**src/rtl/alu_iter_muldiv_ctrl.sv**
```systemverilog
// Iterative MUL/DIVU/REMU sequencer driving the shared EX-stage ALU.
// One add or subtract per cycle for 32 cycles, then a one-cycle DONE.
module alu_iter_muldiv_ctrl (
  input  logic        clk_i,
  input  logic        rst_ni,
  input  logic        Start_i,
  input  logic [1:0]  Op_i,
  input  logic [31:0] OperandA_i,
  input  logic [31:0] OperandB_i,
  input  logic        Kill_i,
  output logic [31:0] AluA_o,
  output logic [31:0] AluB_o,
  output logic [3:0]  AluCtrl_o,
  input  logic [31:0] AluResult_i,
  output logic        Busy_o,
  output logic        Done_o,
  output logic [31:0] Result_o
);

  typedef enum logic [1:0] {
    S_IDLE = 2'd0,
    S_RUN  = 2'd1,
    S_DONE = 2'd2
  } state_e;

  localparam logic [1:0] OP_MUL  = 2'b00;
  localparam logic [1:0] OP_DIVU = 2'b01;
  localparam logic [1:0] OP_RSV  = 2'b11;
  localparam logic [3:0] CTRL_ADD = 4'b0000;
  localparam logic [3:0] CTRL_SUB = 4'b0001;

  state_e      state_q;
  logic [1:0]  op_q;
  // acc_q is the product accumulator for MUL and the partial remainder
  // for divides; dvd_q is the multiplier for MUL and dividend/quotient.
  logic [31:0] acc_q;
  logic [31:0] mcand_q;
  logic [31:0] dvd_q;
  logic [31:0] div_q;
  logic [4:0]  cnt_q;
  logic [31:0] res_q;

  logic        run;
  logic        is_mul;
  logic [31:0] sh;
  logic        top;
  logic        ge;
  logic [31:0] acc_d;
  logic [31:0] dvd_d;
  logic [31:0] mcand_d;
  logic [31:0] res_d;

  assign run    = (state_q == S_RUN);
  assign is_mul = (op_q == OP_MUL);
  assign sh     = {acc_q[30:0], dvd_q[31]};
  assign top    = acc_q[31];
  assign ge     = top | (sh >= div_q);

  // ALU operand steering and next datapath values for one iteration
  always_comb begin
    AluA_o    = '0;
    AluB_o    = '0;
    AluCtrl_o = CTRL_ADD;
    acc_d     = acc_q;
    dvd_d     = dvd_q;
    mcand_d   = mcand_q;
    if (is_mul) begin
      if (run) begin
        AluA_o = acc_q;
        AluB_o = mcand_q;
      end
      if (dvd_q[0]) acc_d = AluResult_i;
      mcand_d = {mcand_q[30:0], 1'b0};
      dvd_d   = {1'b0, dvd_q[31:1]};
    end else begin
      if (run) begin
        AluA_o    = sh;
        AluB_o    = div_q;
        AluCtrl_o = CTRL_SUB;
      end
      acc_d = ge ? AluResult_i : sh;
      dvd_d = {dvd_q[30:0], ge};
    end
  end

  // Result selection on the final iteration
  always_comb begin
    res_d = acc_d;
    unique case (1'b1)
      is_mul:             res_d = acc_d;
      (op_q == OP_DIVU):  res_d = dvd_d;
      default:            res_d = acc_d;
    endcase
  end

  // Sequencer FSM and datapath registers
  always_ff @(posedge clk_i or negedge rst_ni) begin
    if (!rst_ni) begin
      state_q <= S_IDLE;
      op_q    <= '0;
      acc_q   <= '0;
      mcand_q <= '0;
      dvd_q   <= '0;
      div_q   <= '0;
      cnt_q   <= '0;
      res_q   <= '0;
    end else begin
      unique case (state_q)
        S_IDLE: begin
          if (Start_i && (Op_i != OP_RSV) && !Kill_i) begin
            state_q <= S_RUN;
            op_q    <= Op_i;
            cnt_q   <= 5'd31;
            acc_q   <= '0;
            if (Op_i == OP_MUL) begin
              mcand_q <= OperandA_i;
              dvd_q   <= OperandB_i;
            end else begin
              dvd_q <= OperandA_i;
              div_q <= OperandB_i;
            end
          end
        end
        S_RUN: begin
          if (Kill_i) begin
            state_q <= S_IDLE;
          end else begin
            acc_q   <= acc_d;
            dvd_q   <= dvd_d;
            mcand_q <= mcand_d;
            if (cnt_q == 5'd0) begin
              state_q <= S_DONE;
              res_q   <= res_d;
            end else begin
              cnt_q <= cnt_q - 5'd1;
            end
          end
        end
        S_DONE: state_q <= S_IDLE;
        default: state_q <= S_IDLE;
      endcase
    end
  end

  assign Busy_o   = (state_q != S_IDLE);
  assign Done_o   = (state_q == S_DONE);
  assign Result_o = res_q;

endmodule

```
**config.mk**
```make
export PLATFORM = sky130hd
export DESIGN_NAME = alu_iter_muldiv_ctrl
export DESIGN_NICKNAME = d
export VERILOG_FILES = /design/src/rtl/alu_iter_muldiv_ctrl.sv
export SDC_FILE = /design/constraint.sdc
export NUM_CORES = 1
export LEC_CHECK = 0
export BUFFER_PORTS_ARGS = -buffer_cell sky130_fd_sc_hd__buf_2
export CAP_MARGIN = 20
export CELL_PAD_IN_SITES_DETAIL_PLACEMENT = 2
export CELL_PAD_IN_SITES_GLOBAL_PLACEMENT = 2
export CORE_MARGIN = 2
export CORE_UTILIZATION = 35
export CTS_CLUSTER_DIAMETER = 60
export DETAILED_ROUTE_END_ITERATION = 16
export PLACE_DENSITY_LB_ADDON = 0.05
export SYNTH_ARGS = -nofsm -noshare
export SYNTH_HDL_FRONTEND = slang
export SYNTH_SLANG_ARGS = --single-unit
```
**constraint.sdc**
```tcl
create_clock -name clk_i -period 6.8 [get_ports clk_i]
set_input_delay 1.36 -clock clk_i [delete_from_list [all_inputs] [get_ports clk_i]]
set_output_delay 1.36 -clock clk_i [all_outputs]
set_load 0.01 [all_outputs]
```
==> reports/results.txt <==
Status - completed
Drt drc - 0
GRT Total Usage - 0.268
P_int - 2380 uW
Async SR Flop Fraction - 1.00
Final Worst Setup Slack - 2.60 ns
Post-CTS setup buffer count - 0
Mapped Area - 0.00997 sq mm
Worst slew pin tran - 1.02 ns
Post-Route WL - 39600 um
Cells after synthesis - 1224
Minimum clock period - 4.20 ns
Sequential fraction of the synthesis area - 0.424
Sequential power share - 0.392
Combinational Power Share - 0.372
WL/cell - 22.6 um
Maxcap violations - 0
Total number of vias - 9781
Clock share of power - 0.236
Root Driver - clkbuf_16
Relative slew slack - 0.321
EDFF count, synth - 0
Num Clock Sinks - 169
RSZ-0062 raised after global routing - false
Total negative slack - 0 ns
Layout net count - 1498
#FFs+latches synth - 169
Dominant synthesized flop cell - dfrtp_1
Area Growth Syn to Fin - 18.2%
Pre-CTS WS - 2.97 ns
CTS buffer count - 17
VDD IR max - 134 uV
Placement Cell Area - 0.0112 sq mm
Clock transition at path regs - 0.07 ns
Fillcell total - 3245
Yosys warning total - 0
Resized cells post-CTS - 0
FP Rows - 61
Core box area - 0.0279 sq mm
Die outline area - 0.0299 sq mm
# port buffers - 200
Antenna Cells - 0
First-pass GRT wire length - 62900 um
Clk_skew - 0.0110 ns
Max-slew violations - 0
TritonRoute pass-1 iters - 5
Die Ht - 173 um
Layout cell share with drive strength beyond 1 - 0.234
Final instance area - 0.0118 sq mm
Worst Hold Class - register to register
Net Sw Frac - 0.438
Lkg Pwr - 0.00560 uW
TritonCTS clock tree - yes
DRT iter0 DRCs - 500
Initial Utilization - 0.357
Hold_buf cts - 0
I/O pin total - 204
P_sw - 1850 uW
Clock latency at the later pin of the worst-skew pair - 0.44 ns
Crit Path Category - register to output pin
PwrDens - 359 mW/mm^2
Die width - 173 um
Synth cell types - 47
Final hold violations - 0
CP max FO - 64
Largest net degree at the start of global routing - 75
Placer congestion estimate - 0.797
Startpoint class of the critical path - register
Vias in the first global route - 10300
DP HPWL - 27600 um
Syn avg cell area - 8.15 sq um
# H-tree levels - 4
Maximum clock rate - 238 MHz
Detail Route Antenna Nets - 0
Antenna violations before repair - 0
Number of vias per cell - 5.58
Grt total ovfl - 0
Critical Path RT - 5.44 ns
Final Setup Violations - 0
CP arrival - 2.84 ns
Crit. End Element - output pin
Post-route clock period utilization - 0.618
Clock buffer depth - 2
through the flow:
stage / hold WS, ns / power [uW] / util / cells
2_1_floorplan: 0.480 / 2600 / - / 1226
3_3_place_gp: 0.477 / 3150 / 0.401 / 1721
3_5_place_dp: 0.477 / 3230 / 0.401 / 1721
4_1_cts: 0.492 / 4250 / 0.422 / 1752
5_1_grt: 0.518 / 4540 / 0.422 / 1752
6_report: 0.490 / 4230 / 0.422 / 1752
per-layer routing:
metal  up-vias  wire, um  global-route usage
li1       4546         -                   -
met1      4992     20200               0.413
met2       222     17300               0.402
met3        21      1730              0.0341
met4         0       374              0.0530
met5         -         0                   0
power by group through the flow:
stage               logic (uW)  registers, uW  clock network, uW
global route              1780           1710               1050
detailed placement        1560           1670                  0
floorplan                 1090           1510                  0
finish                    1570           1660                997
global placement          1500           1650                  0
CTS                       1590           1650               1010
cell families after synthesis:
group,Yosys count,share of synthesized area
compound gates,356,0.209
xor+xnor,1,0.000879
fa+ha+maj,34,0.0427
buf+inv,137,0.0562
flops,169,0.424
mux,65,0.0733
other cells,1,0.000376
simple gates,461,0.194
Yosys cell counts, drive strengths merged (2+ instances only):
cell type	instances	area, sq um
a31oi	32	200
nand2b	4	25.0
o21ai	41	205
and4	2	17.5
o31ai	64	480
clkbuf	75	282
ha	34	425
dfrtp	169	4230
nand4	2	12.5
a2bb2oi	2	17.5
nor2b	3	18.8
o2111ai	2	17.5
mux2	64	721
nand2	328	1230
o22ai	32	200
a21oi	171	860
o21a	4	30.0
nand3	4	20.0
and3	35	219
nor3	34	181
nor2	41	154
buf	25	140
or2	3	18.8
inv	37	139
and2	2	12.5
critical path, cell delays in order (launching register included):
cell and delay (ns):
dfrtp_1 0.43, nor2_4 0.68, buf_4 0.72, nand2_1 0.18, a21oi_1 0.17, buf_2 0.16
flip-flops by register name (all words and copies together) (netlist names):
signal,flops
Result_o,32
acc_q,32
cnt_q,5
div_q,32
dvd_q,32
mcand_q,32
op_q,2
state_q,2
worst paths after layout:
path	start	to	slack [ns]	cells past startpoint
min	Result_o[10]	Result_o[10]	0.49	2
max	op_q[0]	AluB_o[26]	2.60	5
min in group asynchronous	rst_ni	mcand_q[8]	0.88	1
max reg2reg	state_q[0]	Result_o[26]	3.22	9
max in group asynchronous	rst_ni	Result_o[26]	4.43	2
min reg2reg	Result_o[10]	Result_o[10]	0.49	2
cell usage in the layout, fill, tap and decap left out, types with 3 or more instances in the layout:
master and count:
o21a_1 4, a21oi_1 170, dfrtp_1 169, a31oi_1 32
ha_1 34, clkbuf_16 17, buf_4 17, o31ai_1 64
nand2b_1 3, nand2_1 328, inv_1 37, nor2_1 38
nand3_1 4, conb_1 3, mux2_2 63, clkinvlp_4 6
buf_2 199, o21ai_0 40, inv_6 4, nor3_1 33
and3_1 35, o22ai_1 32
cell type report:
cell class | instances | area (sq um) | share of cell area
multi-input combinational | 920 | 5230 | 0.444
timing repair buffer | 217 | 1130 | 0.0963
clock inverter | 13 | 145 | 0.0123
sequential | 169 | 4230 | 0.359
inverter | 37 | 139 | 0.0118
clock buffer | 18 | 429 | 0.0364
tap | 378 | 473 | 0.0401
No activity file was read; power rests on OpenSTA's default activity.
